$ cat config.mk
export PLATFORM = sky130hd
export DESIGN_NAME = bp_update_unit_flat
export DESIGN_NICKNAME = d
export VERILOG_FILES = /design/src/rtl/bp_update_if.sv /design/src/rtl/bp_update_unit.sv /design/src/flat_wrapper.sv
export SDC_FILE = /design/constraint.sdc
export NUM_CORES = 1
export LEC_CHECK = 0
export BUFFER_PORTS_ARGS = -buffer_cell sky130_fd_sc_hd__clkbuf_2
export CORE_UTILIZATION = 29
export CTS_CLUSTER_DIAMETER = 30
export DETAILED_ROUTE_END_ITERATION = 6
export GPL_ROUTABILITY_DRIVEN = 1
export PLACE_DENSITY = 0.51
export SLEW_MARGIN = 15
export SYNTH_ARGS = -nofsm -noshare
export SYNTH_HDL_FRONTEND = slang
export SYNTH_SLANG_ARGS = --single-unit
$ cat constraint.sdc
create_clock -name clk -period 6.7 [get_ports clk]
set_clock_uncertainty 0.2 [all_clocks]
set_input_delay 0.335 -clock clk [delete_from_list [all_inputs] [get_ports clk]]
set_output_delay 0.335 -clock clk [all_outputs]
set_load 0.005 [all_outputs]
$ cat src/rtl/bp_update_if.sv
// Handshake bundle between commit, the branch update unit and fetch/PHT.
// Ports (by modport):
//   master : commit/fetch side; drives resolve_* and upd_ready, observes the rest.
//   slave  : update unit; accepts resolve_*, drives upd_*, redirect_* and counters.
interface bp_update_if #(
  parameter int unsigned IDX_W = 6,
  parameter int unsigned PC_W  = 32,
  parameter int unsigned CNT_W = 16
);
  logic             resolve_valid;
  logic             resolve_ready;
  logic [PC_W-1:0]  resolve_pc;
  logic             resolve_taken;
  logic             resolve_pred;
  logic [PC_W-1:0]  resolve_target;

  logic             upd_valid;
  logic             upd_ready;
  logic [IDX_W-1:0] upd_index;
  logic             upd_taken;

  logic             redirect_valid;
  logic [PC_W-1:0]  redirect_pc;

  logic [CNT_W-1:0] branch_count;
  logic [CNT_W-1:0] mispredict_count;

  modport master (
    output resolve_valid, resolve_pc, resolve_taken, resolve_pred, resolve_target, upd_ready,
    input  resolve_ready, upd_valid, upd_index, upd_taken, redirect_valid, redirect_pc,
    input  branch_count, mispredict_count
  );

  modport slave (
    input  resolve_valid, resolve_pc, resolve_taken, resolve_pred, resolve_target, upd_ready,
    output resolve_ready, upd_valid, upd_index, upd_taken, redirect_valid, redirect_pc,
    output branch_count, mispredict_count
  );
endinterface

$ cat src/rtl/bp_update_unit.sv
// Branch predictor update unit.
// Buffers resolved conditional branches from commit in an in-order FIFO, drains
// one {index, taken} update per cycle to the pattern history table, raises a
// one-cycle fetch redirect on mispredict at acceptance, and keeps saturating
// branch / mispredict counters.
// Ports:
//   clk   : clock, rising edge
//   reset : asynchronous, active-high; clears FIFO, redirect and counters
//   bus   : bp_update_if slave modport (resolve_*, upd_*, redirect_*, counters)
module bp_update_unit #(
  parameter int unsigned DEPTH = 4,
  parameter int unsigned IDX_W = 6,
  parameter int unsigned PC_W  = 32,
  parameter int unsigned CNT_W = 16
) (
  input logic        clk,
  input logic        reset,
  bp_update_if.slave bus
);

  localparam int unsigned PTR_W = $clog2(DEPTH);
  localparam logic [PTR_W:0]   DEPTH_CNT = (PTR_W + 1)'(DEPTH);
  localparam logic [PTR_W:0]   CNT_ONE   = (PTR_W + 1)'(1);
  localparam logic [PTR_W-1:0] PTR_ONE   = PTR_W'(1);
  localparam logic [CNT_W-1:0] PERF_ONE  = CNT_W'(1);
  localparam logic [PC_W-1:0]  PC_FOUR   = PC_W'(4);

  // Each entry is {index, taken}.
  logic [IDX_W:0]   mem_q [DEPTH];
  logic [PTR_W-1:0] head_q, tail_q;
  logic [PTR_W:0]   count_q;
  logic             redirect_valid_q;
  logic [PC_W-1:0]  redirect_pc_q;
  logic [CNT_W-1:0] branch_count_q, mispredict_count_q;

  logic             full, push, pop, mis;
  logic [IDX_W-1:0] push_index;
  logic [PC_W-1:0]  correct_pc;

  // Full is a registered-state decode only; a same-cycle pop does not relieve it.
  assign full       = (count_q == DEPTH_CNT);
  assign push       = bus.resolve_valid && !full;
  assign pop        = (count_q != '0) && bus.upd_ready;
  assign mis        = bus.resolve_taken != bus.resolve_pred;
  assign push_index = bus.resolve_pc[IDX_W+1:2];
  assign correct_pc = bus.resolve_taken ? bus.resolve_target : bus.resolve_pc + PC_FOUR;

  always_ff @(posedge clk or posedge reset) begin
    if (reset) begin
      for (int i = 0; i < int'(DEPTH); i++) begin
        mem_q[i] <= '0;
      end
      head_q             <= '0;
      tail_q             <= '0;
      count_q            <= '0;
      redirect_valid_q   <= 1'b0;
      redirect_pc_q      <= '0;
      branch_count_q     <= '0;
      mispredict_count_q <= '0;
    end else begin
      if (push) begin
        mem_q[tail_q] <= {push_index, bus.resolve_taken};
        tail_q        <= tail_q + PTR_ONE;
      end
      if (pop) begin
        head_q <= head_q + PTR_ONE;
      end
      unique case ({push, pop})
        2'b10:   count_q <= count_q + CNT_ONE;
        2'b01:   count_q <= count_q - CNT_ONE;
        default: count_q <= count_q;
      endcase

      // Pulse lasts exactly one cycle per mispredicting push; PC held otherwise.
      redirect_valid_q <= push && mis;
      if (push && mis) begin
        redirect_pc_q <= correct_pc;
      end

      if (push && (branch_count_q != '1)) begin
        branch_count_q <= branch_count_q + PERF_ONE;
      end
      if (push && mis && (mispredict_count_q != '1)) begin
        mispredict_count_q <= mispredict_count_q + PERF_ONE;
      end
    end
  end

  assign bus.resolve_ready    = !full;
  assign bus.upd_valid        = (count_q != '0);
  assign bus.upd_index        = mem_q[head_q][IDX_W:1];
  assign bus.upd_taken        = mem_q[head_q][0];
  assign bus.redirect_valid   = redirect_valid_q;
  assign bus.redirect_pc      = redirect_pc_q;
  assign bus.branch_count     = branch_count_q;
  assign bus.mispredict_count = mispredict_count_q;

endmodule

$ cat src/flat_wrapper.sv
// flat-port wrapper written by rule: the top's interface ports become plain ports
module bp_update_unit_flat 
#(
  parameter int unsigned DEPTH = 4,
  parameter int unsigned IDX_W = 6,
  parameter int unsigned PC_W  = 32,
  parameter int unsigned CNT_W = 16
)
  (clk, reset, bus_resolve_valid, bus_resolve_pc, bus_resolve_taken, bus_resolve_pred, bus_resolve_target, bus_upd_ready, bus_resolve_ready, bus_upd_valid, bus_upd_index, bus_upd_taken, bus_redirect_valid, bus_redirect_pc, bus_branch_count, bus_mispredict_count);
  bp_update_if #(.IDX_W(IDX_W), .PC_W(PC_W), .CNT_W(CNT_W)) bus_i ();
  input logic clk;
  input logic reset;
  input wire logic [$bits(bus_i.resolve_valid)-1:0] bus_resolve_valid;
  input wire logic [$bits(bus_i.resolve_pc)-1:0] bus_resolve_pc;
  input wire logic [$bits(bus_i.resolve_taken)-1:0] bus_resolve_taken;
  input wire logic [$bits(bus_i.resolve_pred)-1:0] bus_resolve_pred;
  input wire logic [$bits(bus_i.resolve_target)-1:0] bus_resolve_target;
  input wire logic [$bits(bus_i.upd_ready)-1:0] bus_upd_ready;
  output wire logic [$bits(bus_i.resolve_ready)-1:0] bus_resolve_ready;
  output wire logic [$bits(bus_i.upd_valid)-1:0] bus_upd_valid;
  output wire logic [$bits(bus_i.upd_index)-1:0] bus_upd_index;
  output wire logic [$bits(bus_i.upd_taken)-1:0] bus_upd_taken;
  output wire logic [$bits(bus_i.redirect_valid)-1:0] bus_redirect_valid;
  output wire logic [$bits(bus_i.redirect_pc)-1:0] bus_redirect_pc;
  output wire logic [$bits(bus_i.branch_count)-1:0] bus_branch_count;
  output wire logic [$bits(bus_i.mispredict_count)-1:0] bus_mispredict_count;
  assign bus_i.resolve_valid = bus_resolve_valid;
  assign bus_i.resolve_pc = bus_resolve_pc;
  assign bus_i.resolve_taken = bus_resolve_taken;
  assign bus_i.resolve_pred = bus_resolve_pred;
  assign bus_i.resolve_target = bus_resolve_target;
  assign bus_i.upd_ready = bus_upd_ready;
  assign bus_resolve_ready = bus_i.resolve_ready;
  assign bus_upd_valid = bus_i.upd_valid;
  assign bus_upd_index = bus_i.upd_index;
  assign bus_upd_taken = bus_i.upd_taken;
  assign bus_redirect_valid = bus_i.redirect_valid;
  assign bus_redirect_pc = bus_i.redirect_pc;
  assign bus_branch_count = bus_i.branch_count;
  assign bus_mispredict_count = bus_i.mispredict_count;
  bp_update_unit #(.DEPTH(DEPTH), .IDX_W(IDX_W), .PC_W(PC_W), .CNT_W(CNT_W)) u_core (.clk(clk), .reset(reset), .bus(bus_i));
endmodule
[Yosys cells after proc, flatten, opt, wreduce, memory -nomap -nowiden]
Index checks and enable logic that the tools add are counted.
Storage, ports and cells
  bits in registers: 100
  latch bits: 0
  RAM bits: 0
  ROM bits: 0
  input port bits: 70
  word-level logic and storage cells: 46
  memories kept: 0
Cells by class
  add/sub/neg operators: 7
  multipliers: 0
  divide/modulo/power cells: 0
  $lt $le $gt $ge: 3
  equality and inequality tests: 6
  shift-type cells: 0
  muxes and demuxes: 8
  bitwise gates (word level): 2
  reduce and logical (&&, ||, !) cells: 9
Operator list (count)
  16-bit by 1-bit adder with 16-bit output (second input constant): 2
  32-bit by 3-bit adder with 32-bit output (second input constant): 1
  32-bit two-way mux: 1
  16-bit != test (second input constant): 2
  28-bit bitwise mux: 1
  7-bit two-way mux: 3
  7-bit binary-select mux with 2-bit select: 1
  7-bit demux with 2-bit select: 1
  3-bit greater-or-equal comparator (second input constant): 2
  1-bit logical AND: 6
  2-bit inverter with 3-bit output: 2
  3-bit case mux with 2 select lines: 1
  2-bit by 1-bit adder with 2-bit output (second input constant): 2
  3-bit by 1-bit adder with 3-bit output (second input constant): 1
  3-bit == test (second input constant): 1
  3-bit by 1-bit < comparator with 1-bit output (second input constant): 1
  3-bit nonzero test: 1
  3-bit by 1-bit subtractor with 3-bit output (second input constant): 1
  2-bit by 1-bit == test with 1-bit output (second input constant): 1
  2-bit == test (second input constant): 1
  2-bit nonzero test: 1
  1-bit logical NOT: 1
  1-bit != test: 1

[Depth between registers and ports, before layout]
Gate-level depths: netlist (run 1).
  depth after elaboration: 6
  gate-level depth with buffers: 11
  depth with buffers taken out: 9

[Worst setup path after synthesis (run 1)]
Ideal clock, no wire load.
  kind: register to register
  from: reg u_core.count_q[0]
  to: reg u_core.count_q[2]
  setup time: 0.079 ns
  data arrival time: 2.296 ns
  path slack: 4.125 ns
  cell stages (with the launch flop): 12
  path buffers: 2
  cell sequence: dfrtp_1 > or3b_1 > clkbuf_1 > and2_1 > buf_2 > inv_1 > ha_1 > inv_1 > fa_1 > xor2_1 > nor2_1 > xor2_1
Between the ends
  cells in the longest elaborated chain, start to end: 5
  elaborated cells between the ends (all ways): 11
RTL lines
  start: declaration: line bp_update_unit.sv:31  | logic [PTR_W:0] count_q;
  start signal: assignment: line bp_update_unit.sv:69  | 2'b10: count_q <= count_q + CNT_ONE;
  start signal: assignment: line bp_update_unit.sv:70  | 2'b01: count_q <= count_q - CNT_ONE;
  start signal: assignment: line bp_update_unit.sv:71  | default: count_q <= count_q;
  3-bit == test (*): line bp_update_unit.sv:41  | assign full = (count_q == DEPTH_CNT);
  1-bit logical NOT (*)
  via bus_resolve_ready: line flat_wrapper.sv:19  | output wire logic [$bits(bus_i.resolve_ready)-1:0] bus_resolve_ready;
  1-bit logical AND (*): line bp_update_unit.sv:42  | assign push = bus.resolve_valid && !full;
  2-bit by 1-bit == test with 1-bit output / 2-bit == test (equally long branches): line bp_update_unit.sv:68  | unique case ({push, pop})
  3-bit case mux with 2 select lines / 2-bit nonzero test (equally long branches)
Mark *: on every way through the listed nets, which the timed path passes. The rest lies on a longest branch.
A chain may end at the register's enable or synchronous reset.

[Worst setup path in the final report (run 1)]
  from: in bus_resolve_taken
  to: reg u_core.redirect_pc_q[29] (netlist: u_core.bus.redirect_pc[29])
Between the ends
  cells in the longest elaborated chain, start to end: 2
  elaborated cells between the ends (all ways): 3
RTL lines
  start: declaration: line flat_wrapper.sv:15  | input wire logic [$bits(bus_i.resolve_taken)-1:0] bus_resolve_taken;
  1-bit != test: line bp_update_unit.sv:44  | assign mis = bus.resolve_taken != bus.resolve_pred;
  1-bit logical AND: line bp_update_unit.sv:76  | if (push && mis) begin
  end signal: assignment: line bp_update_unit.sv:77  | redirect_pc_q <= correct_pc;
  end: declaration: line bp_update_unit.sv:33  | logic [PC_W-1:0] redirect_pc_q;
Parallel ways exist; a longest one is shown, timed or not.

==> results of run 1 <==
[metal layers]
layer	up-vias	part of all wire [%]
li1	2038	-
met1	2114	45
met2	106	49
met3	17	4.4
met4	0	1.6
met5	-	0
[metrics by stage]
| step | util, % | instances | setup WS, ps | power, uW | hold WS, ps |
|---|---|---|---|---|---|
| global route | 36.7 | 854 | 2800 | 2430 | 66.5 |
| global placement | 35.0 | 837 | 2890 | 1740 | 235 |
| CTS | 36.7 | 854 | 3140 | 2300 | 41.8 |
| finish | 36.7 | 854 | 3230 | 2260 | 53.1 |
| detailed placement | 35.0 | 837 | 2760 | 1780 | 250 |
| floorplan | - | 494 | 3550 | 1440 | 245 |
[flip-flops by register name, indices dropped and copies added (netlist names)]
signal and flops:
u_core.bus.redirect_pc 32, u_core.head_q 2, u_core.count_q 3, u_core.bus.redirect_valid 1, u_core.mem_q 28, u_core.tail_q 2, u_core.bus.branch_count 16, u_core.bus.mispredict_count 16
[final timing paths]
| check | slack [ps] | cells past startpoint | end |
|---|---|---|---|
| max | 3230 | 6 | u_core.bus.redirect_pc[29] |
| max in group asynchronous | 4750 | 4 | u_core.bus.branch_count[13] |
| min | 50 | 3 | u_core.bus.redirect_pc[11] |
| max reg2reg | 3480 | 5 | u_core.bus.redirect_pc[29] |
| min in group asynchronous | 400 | 3 | u_core.bus.redirect_pc[12] |
| min reg2reg | 280 | 1 | u_core.count_q[2] |
[power by group through the flow]
stage	Clock, uW	Sequential (uW)	Combinational (uW)
global route	556	1040	833
detailed placement	0	1020	761
global placement	0	1010	734
floorplan	0	961	474
finish	512	1010	746
CTS	529	1010	764
[Yosys cell counts (all sizes together), types with 10 or more instances]
master / number / area [um^2]
nand3: 29 / 158
inv: 12 / 45.0
o22ai: 10 / 68.8
nand4: 29 / 181
xor2: 24 / 210
xnor2: 33 / 289
clkbuf: 20 / 75.1
o21ai: 23 / 115
nand2: 46 / 178
nor2: 27 / 101
mux2: 26 / 293
and3: 10 / 63.8
a21oi: 18 / 90.1
dfrtp: 100 / 2500
[layout by cell type, fill, tap and decap left out, types with 22 or more instances in the layout]
cell / count
mux2_2: 26
dfrtp_1: 100
nand4_1: 29
xor2_1: 24
clkbuf_2: 143
nand3_1: 27
nand2_1: 44
o21ai_0: 22
nor2_1: 27
xnor2_1: 33
[final cells by class]
type,instances,area share (%)
well taps,225,4.42
flip-flops and latches,100,39.3
multi-input cells,355,39.5
clock inverters,5,0.824
clock buffers,11,3.65
repair buffers,145,11.5
inverters,13,0.805
[logic make-up after synthesis]
kind of cell,after synthesis
simple gates,177
flops,100
compound gates,74
xor+xnor,57
buf+inv,39
mux,38
fa+ha+maj,9
[tightest hold or removal path, cell delays in order]
cell and delay, ps:
clkbuf_2 70, nand3_1 70, o211ai_1 80
==> results.yml, run 1 <==
yosys:
  synth-simple-area-share_pct: 18.4
  synth_xor_area_share_pct: 9.63
  syn_nets: 573
  synthMuxAreaShare_pct: 9.65
  ys_ff_latch: 100
  synth_top_family_by_area: "simple AND/OR/NAND/NOR gates"
  synth_edf_count: 0
  synthCells: 494
  syn_area_mm2: 0.00518
  synth_compound_area_share_pct: 8.57
  async_flop_share_pct: 100
  avgSynthCellArea_um2: 10.5
  yosysSeqAreaShare_pct: 48.3
  synthAdderAreaFrac_pct: 2.32
  ys.flop_type: "dfrtp_1"
  yosys_warnings: 0
  synth_cell_types: 48
placement:
  gp_congestion: 0.809
  io_buffers: 143
  placed_cell_area_mm2: 0.00608
  dp_hpwl_um: 10700
sta:
  rsz0062_at_grt: "false"
  tightestPinTransition_ps: 905
  period_minus_slack_ps: 3470
  setup_tns_ps: 0
  slew_violations: 0
  finalHoldViolCount: 0
  relSlewSlack_pct: 39.7
  finalCritPeriodShare_pct: 51.8
  setup_viol: 0
  fmax_mhz: 288
detailed_routing:
  routedWlPerCell_um: 16.7
  wirelength_um: 14300
  drtAntennaViolNets: 0
  drt_pass1_iterations: 4
  viasPerCell: 5.01
  drc: 0
  drt_iter0_drc: 225
  vias: 4275
worst_setup_path:
  critical_path_class: "in2reg"
  worstPathRequired_ps: 6760
  critPathCaptureType: "flop"
  critical_path.top_delay_family: "buffers and inverters"
  crit_chain: "clkbuf_2 -> xor2_1 -> nand3_2 -> inv_2 -> nand2_1 -> o221ai_1"
  cp_max_fo: 42
  critPathMaxStageDelay_ps: 680
  setup.worst_path.start_class: "primary input"
  worstSetupStartpoint: "bus_resolve_taken"
  reg2reg_from: "u_core.count_q[2]"
  arrival_ps: 3530
  cp_slowest_cell: "inv_2"
  path_buf_inv: 2
grt:
  gr-total-overflow: 0
  grt_max_degree: 54
  met2_usage_pct: 25.7
  antenna_found_initial: 0
  grt_use_met1_pct: 21.0
  grt_pass1_vias: 4069
  use_met3_pct: 3.22
  grt_pass1_wl_um: 22100
  grt_usage_pct: 15.9
  top_usage_layer: "met2"
clock_tree:
  cts_tree: "done"
  clk_latency_ps: 350
  post_cts_buffers: 0
  clkTransAtPathRegs_ps: 70
  ctsResizeCount: 0
  clockBufferDepth: 2
  cts_buffers: 9
  htree_levels: 3
  cts-root-buf: "clkbuf_16"
  clock_sinks: 100
  holdBufCountCts: 1
power_and_ir_drop:
  clockPowerShare_pct: 22.6
  sw_frac_of_total_pct: 33.5
  vdd_ir_drop_max_uv: 193
  p_switching_uw: 758
  comb_power_share_pct: 33.0
  power_density_mw_per_mm2: 355
  leakage_uw: 0.00289
  seq_power_share_pct: 44.5
  p_int_uw: 1510
worst_hold_path:
  hold_start: "bus_resolve_target[11]"
  min-delay-path-class: "in2reg"
floorplanning:
  start_util_pct: 29.9
  die_w_um: 136
  core_mm2: 0.0174
  die-area_mm2: 0.0184
  std_cell_rows: 48
  io_pins: 144
  die_h_um: 136
cells_and_area:
  drive_above_1_share_pct: 32.1
  fillers: 1778
  multi_input_area_mm2: 0.00252
  design_area_mm2: 0.00637
  antenna_cells: 0
  area_growth_pct: 23.0
  seq_area_mm2: 0.00250
  nNetsFinal: 703
flow_run:
  cap_violations: 0
status:
  status: "finished, final reports clean"
Power figures use the tool's default switching activity.
==> run 2: changes to the inputs <==
--- a/config.mk
+++ b/config.mk
@@ -10,7 +10,7 @@
 export CTS_CLUSTER_DIAMETER = 30
 export DETAILED_ROUTE_END_ITERATION = 6
 export GPL_ROUTABILITY_DRIVEN = 1
-export PLACE_DENSITY = 0.51
+export PLACE_DENSITY = 0.53
 export SLEW_MARGIN = 15
 export SYNTH_ARGS = -nofsm -noshare
 export SYNTH_HDL_FRONTEND = slang
==> constraint.sdc (replaced) <==
create_clock -name clk -period 3 [get_ports clk]
set_clock_uncertainty 0.2 [all_clocks]
set_input_delay 0.15 -clock clk [delete_from_list [all_inputs] [get_ports clk]]
set_output_delay 0.15 -clock clk [all_outputs]
set_load 0.005 [all_outputs]
==> run 2 against run 1 <==
Against the previous run: utilization up 2.9 points; cell count rose by 5.9%; first-iteration DRC count increased by 12%; register-to-register slack worse by 3100 ps; setup slack worse by 3000 ps; largest cell class unchanged.
==> results.yml, run 2 (synthesis results as in run 1) <==
worst_hold_path:
  whs_endpoint: "u_core.bus.redirect_pc[17]"
  hold_path_depth: 4
  hold_start: "bus_resolve_target[17]"
  min-delay-path-class: "in2reg"
grt:
  grt_pass1_vias: 4375
  grt_pass1_wl_um: 22700
  gr-total-overflow: 0
  antenna_found_initial: 0
  grt_max_degree: 101
  grt_usage_pct: 16.2
worst_setup_path:
  ff2ff_path_depth: 6
  r2r_end: "u_core.bus.redirect_pc[28]"
  cp_max_fo: 10
  path_common_cell: "dlygate4sd3_1"
  setup.worst_path.start_class: "primary input"
  crit_chain: "dlygate4sd3_1 -> clkbuf_2 -> ha_1 -> and4_1 -> nand4_1 -> nor3_1 -> xnor2_1 -> o22ai_1 -> dlygate4sd3_1"
  cp_slowest_cell: "dlygate4sd3_1"
  path_buf_inv: 3
  reg2reg_from: "u_core.count_q[0]"
  cp_num_cells: 9
  critPathMaxStageDelay_ps: 580
  critical_path.top_delay_family: "buffers and inverters"
  critical_path_class: "in2reg"
  reg2reg_slack_ps: 350
  critPathCaptureType: "flop"
  arrival_ps: 2830
  worstPathRequired_ps: 3030
cells_and_area:
  mostFrequentLayoutCells: "clkbuf_2, dfrtp_1, dlygate4sd3_1, nand2_1, xnor2_1"
  area_growth_pct: 32.8
  nNetsFinal: 753
  design_area_mm2: 0.00688
  drive_above_1_share_pct: 30.5
  antenna_cells: 0
  layout_commonest_cell: "clkbuf_2"
  fillers: 1725
  largest_reg_flops: 32
power_and_ir_drop:
  p_int_uw: 3450
  leakage_uw: 0.00310
  power_density_mw_per_mm2: 755
  clockPowerShare_pct: 22.0
  vdd_ir_drop_max_uv: 333
  comb_power_share_pct: 34.9
  p_switching_uw: 1750
  sw_frac_of_total_pct: 33.6
  seq_power_share_pct: 43.1
clock_tree:
  clk_latency_ps: 350
  clockBufferDepth: 2
  cts_buffers: 9
  cts_tree: "done"
  clkTransAtPathRegs_ps: 70
  clock_sinks: 100
  post_cts_buffers: 0
  cts-root-buf: "clkbuf_16"
  htree_levels: 3
placement:
  placed_cell_area_mm2: 0.00611
  gp_congestion: 0.855
  dp_hpwl_um: 10600
  io_buffers: 143
sta:
  fmax_mhz: 358
  relSlewSlack_pct: 45.3
  period_minus_slack_ps: 2800
  rsz0062_at_grt: "false"
  finalCritPeriodShare_pct: 93.2
  tightestPinTransition_ps: 814
  finalHoldViolCount: 0
  setup_viol: 0
  slew_violations: 0
  setup_tns_ps: 0
detailed_routing:
  drt_pass1_iterations: 4
  viasPerCell: 4.93
  drc: 0
  drt_iter0_drc: 251
  routedWlPerCell_um: 16.2
  drtAntennaViolNets: 0
  wirelength_um: 14600
  vias: 4455
flow_run:
  cap_violations: 0
floorplanning:
  std_cell_rows: 48
  core_mm2: 0.0174
  die_w_um: 136
  start_util_pct: 29.9
  io_pins: 144
  die-area_mm2: 0.0184
  die_h_um: 136
status:
  status: "finished, final reports clean"
run 2: cell count changes in the layout (fill, tap and decap cells not counted), moves of 2 or more:
cell           previous run  this run
inv_6                     0         2
buf_4                     1         3
clkbuf_8                  0         2
dlygate4sd3_1             1        48
clkinv_2                  3         1
run 2: power by group through the flow:
stage                     Clock (uW)  Sequential, uW  Combinational (uW)
after floorplan                    0            2150                1060
after global placement             0            2240                1660
after detailed placement           0            2270                1710
after CTS                       1190            2240                1840
after global routing            1260            2310                2010
final                           1150            2240                1810
run 2: stage by stage:
step / total power (uW) / worst slack (ps) / utilization [%] / hold WS, ps / cells
finish: 5200 / 204 / 39.7 / 17.4 / 904
detailed placement: 3970 / 471 / 35.2 / 126 / 840
global route: 5580 / 94.6 / 39.7 / 10.5 / 904
floorplan: 3210 / 31.2 / - / 100 / 494
global placement: 3900 / 525 / 35.2 / 119 / 840
CTS: 5280 / 101 / 39.6 / 0.691 / 904
run 2: worst max-delay path by stage:
| stage | start | to | slack [ps] |
|---|---|---|---|
| after floorplan | reset | u_core.bus.branch_count[0] | 30 |
| after global placement | u_core.count_q[0] | u_core.count_q[2] | 520 |
| after detailed placement | u_core.count_q[0] | u_core.count_q[2] | 470 |
| after CTS | u_core.count_q[0] | u_core.bus.redirect_pc[22] | 100 |
| after global routing | bus_resolve_pc[2] | u_core.bus.redirect_pc[28] | 90 |
| final | bus_resolve_pc[2] | u_core.bus.redirect_pc[28] | 200 |
run 2: layer usage:
metal | share of wire [%] | vias up | track usage [%]
met5 | 0 | - | 0
met4 | 2.1 | 0 | 6.68
met3 | 4.5 | 19 | 2.58
met1 | 44 | 2190 | 20.7
met2 | 49 | 113 | 27.2
li1 | - | 2133 | -
run 2: area by class of cell:
cell class	instances	area (um^2)	share of cell area (%)
clock buffer	12	256	3.73
clock inverter	4	30.0	0.436
inverter	13	51.3	0.745
multi-input combinational	355	2520	36.7
sequential	100	2500	36.4
tap	225	282	4.09
timing repair buffer	195	1240	18.0
run 2: worst register-to-register path, cell delays in order (launching register included):
cell	delay, ps
dfrtp_1	410
or3b_1	480
nand3_2	130
inv_2	200
nand2_2	380
o22ai_1	160
dlygate4sd3_1	580
run 2: what timing repair did:
item | CTS | global route
gates resized for setup | 0 | 1
hold endpoints to repair | 139 | 0
endpoints found under the setup margin | 0 | 12
hold buffers | 48 | 0
==> run 3: changes to the inputs <==
--- a/config.mk
+++ b/config.mk
@@ -5,12 +5,13 @@
 export SDC_FILE = /design/constraint.sdc
 export NUM_CORES = 1
 export LEC_CHECK = 0
+export ABC_AREA = 1
 export BUFFER_PORTS_ARGS = -buffer_cell sky130_fd_sc_hd__clkbuf_2
 export CORE_UTILIZATION = 29
 export CTS_CLUSTER_DIAMETER = 30
 export DETAILED_ROUTE_END_ITERATION = 6
 export GPL_ROUTABILITY_DRIVEN = 1
-export PLACE_DENSITY = 0.53
+export PLACE_DENSITY = 0.52
 export SLEW_MARGIN = 15
 export SYNTH_ARGS = -nofsm -noshare
 export SYNTH_HDL_FRONTEND = slang
==> run 3 against run 2 <==
Against the previous run: non-clock buffer count is 11 higher; total power increased by 3.9%; flip-flop and latch count unchanged; synthesized area rose by 14%; utilization is 0.52 points lower; sequential power hardly changed; combinational power increased by 8%; critical path type unchanged; critical endpoint is now u_core.bus.redirect_pc[22]; highest routed layer unchanged.
==> results.yml, run 3 <==
cells_and_area:
  nNetsFinal: 1097
  drive_above_1_share_pct: 17.8
  layout_commonest_cell: "nand2_1"
  area_growth_pct: 30.6
  final_util_pct: 39.1
  mostFrequentLayoutCells: "nand2_1, clkbuf_2, nor2_1, dfrtp_1, o21ai_0"
  largest_reg_flops: 32
  antenna_cells: 0
detailed_routing:
  drc: 0
  viasPerCell: 4.48
  drt_pass1_iterations: 4
  drt_iter0_drc: 238
  wirelength_um: 17000
  routedWlPerCell_um: 13.2
  drtAntennaViolNets: 0
  vias: 5768
power_and_ir_drop:
  power_density_mw_per_mm2: 702
  p_int_uw: 3400
  seq_power_share_pct: 42.0
  leakage_uw: 0.00377
  comb_power_share_pct: 36.1
  sw_frac_of_total_pct: 37.1
  p_switching_uw: 2010
  clockPowerShare_pct: 21.9
  vdd_ir_drop_max_uv: 287
clock_tree:
  clock_sinks: 100
  cts_buffers: 9
  clkTransAtPathRegs_ps: 70
  clockBufferDepth: 2
  ctsResizeCount: 0
  htree_levels: 3
  clk_latency_ps: 350
  holdBufCountCts: 59
  post_cts_buffers: 0
  cts-root-buf: "clkbuf_16"
  cts_tree: "done"
yosys:
  synth_top_area_share_pct: 42.5
  syn_nets: 907
  synth.most_common_cell: "nand2_1"
  synthTopCellsByCount: "nand2_1, nor2_1, dfrtp_1"
  yosys_warnings: 0
  syn_area_mm2: 0.00589
  yosys-top-cells-area: "dfrtp_1, nand2_1, nor2_1"
  yosysSeqAreaShare_pct: 42.5
  synthCells: 828
  synth_edf_count: 0
  ys.flop_type: "dfrtp_1"
  synth_top_area_cell: "dfrtp_1"
  avgSynthCellArea_um2: 7.11
  synth_cell_types: 36
  ys_ff_latch: 100
  async_flop_share_pct: 100
sta:
  period_minus_slack_ps: 2590
  relSlewSlack_pct: 61.4
  fin_ws_ps: 413
  setup_viol: 0
  tightestPinTransition_ps: 579
  finalHoldViolCount: 0
  slew_violations: 0
  timing.hold.ws_ps: 13.7
  rsz0062_at_grt: "false"
  finalCritPeriodShare_pct: 86.2
  setup_tns_ps: 0
  fmax_mhz: 387
worst_setup_path:
  setup.worst_path.start_class: "primary input"
  critical_path.top_delay_family: "buffers and inverters"
  cp_slowest_cell: "dlygate4sd3_1"
  worstPathRequired_ps: 3050
  path_buf_inv: 3
  critical_path_class: "in2reg"
  critPathMaxStageDelay_ps: 540
  critPathCaptureType: "flop"
  arrival_ps: 2640
  path_common_cell: "nand2_1"
  cp_max_fo: 5
  crit_chain: "dlygate4sd3_1 -> clkbuf_2 -> ha_1 -> nand2_1 -> nor2_1 -> nand2_1 -> nor2_2 -> nand2_1 -> nand2_1 -> nand3_1 -> nand2_1 -> dlygate4sd3_1 -> nand2_1"
placement:
  gp_congestion: 0.822
  dp_slack_ps: 861
  io_buffers: 143
  dp_hpwl_um: 12500
floorplanning:
  core_mm2: 0.0197
  start_util_pct: 30.0
  io_pins: 144
  die-area_mm2: 0.0209
  die_h_um: 145
  std_cell_rows: 51
  die_w_um: 145
worst_hold_path:
  min-delay-path-class: "in2reg"
grt:
  grt_pass1_vias: 5408
  grt_usage_pct: 17.0
  antenna_found_initial: 0
  grt_max_degree: 59
  grt_pass1_wl_um: 27200
  gr-total-overflow: 0
status:
  status: "finished, final reports clean"
flow_run:
  cap_violations: 0
==> run 3: changes by cell type after synthesis, sizes merged, moves of 23 or more <==
cell,previous run,this run
inv,12,65
mux2,26,0
nand2,46,284
nand3,29,55
nand4,29,6
nor2,27,131
o21ai,23,82
==> run 3: cell families (layout without fill, tap and decap cells) <==
kind of cell               after synthesis  count (layout)  share of synthesized area [%]
xor gates and xnor gates                31              31                           4.74
AOI/OAI and AO/OA                       99              99                           8.82
buffers and inverters                   92             286                           7.16
adders and majority gates                9               9                           2.04
and+or+nand+nor                        497             497                           34.8
DFF                                    100             100                           42.5
==> run 3: final timing paths <==
path | to | slack [ps] | startpoint | cells after the start
worst min-delay path | u_core.mem_q[5] | 10 | bus_resolve_pc[6] | 3
min in group asynchronous | u_core.bus.redirect_pc[1] | 220 | reset | 3
worst max register to register | u_core.bus.redirect_pc[12] | 580 | u_core.count_q[0] | 9
worst min register to register | u_core.mem_q[17] | 280 | u_core.mem_q[17] | 2
max in group asynchronous | u_core.mem_q[23] | 1670 | reset | 4
worst max-delay path | u_core.bus.redirect_pc[22] | 410 | bus_resolve_pc[3] | 13
==> run 3: cell type report <==
| class | count | area, um^2 |
|---|---|---|
| fill | 2085 | 12000 |
| inverter | 65 | 254 |
| sequential | 100 | 2500 |
| tap | 265 | 332 |
| clock inverter | 4 | 48.8 |
| multi-input combinational | 636 | 2970 |
| timing repair buffer | 206 | 1350 |
| clock buffer | 11 | 243 |
==> run 3: stage by stage <==
stage | total power [uW] | cell area [um^2] | cells
2_1_floorplan | 3390 | 5890 | 828
3_3_place_gp | 4150 | 6810 | 1213
3_5_place_dp | 4160 | 6810 | 1213
4_1_cts | 5500 | 7690 | 1287
5_1_grt | 5890 | 7690 | 1287
6_report | 5400 | 7690 | 1287
==> run 3: tightest hold or removal path, cell delays in order <==
cell	delay, ps
clkbuf_2	110
inv_1	150
o21ai_0	110
==> run 3: metal layers <==
| layer | up-vias | global-route usage, % | wire length (um) |
|---|---|---|---|
| li1 | 2999 | - | - |
| met1 | 2624 | 22.9 | 8270 |
| met2 | 122 | 26.6 | 7590 |
| met3 | 23 | 3.77 | 836 |
| met4 | 0 | 6.37 | 342 |
| met5 | - | 0 | 0 |
==> run 3: power groups by stage <==
stage | Sequential, uW | Combinational (uW) | Clock [uW]
after floorplan | 2200 | 1190 | 0
after global placement | 2280 | 1860 | 0
after detailed placement | 2280 | 1880 | 0
after CTS | 2270 | 1980 | 1240
after global routing | 2340 | 2250 | 1290
final | 2270 | 1950 | 1180
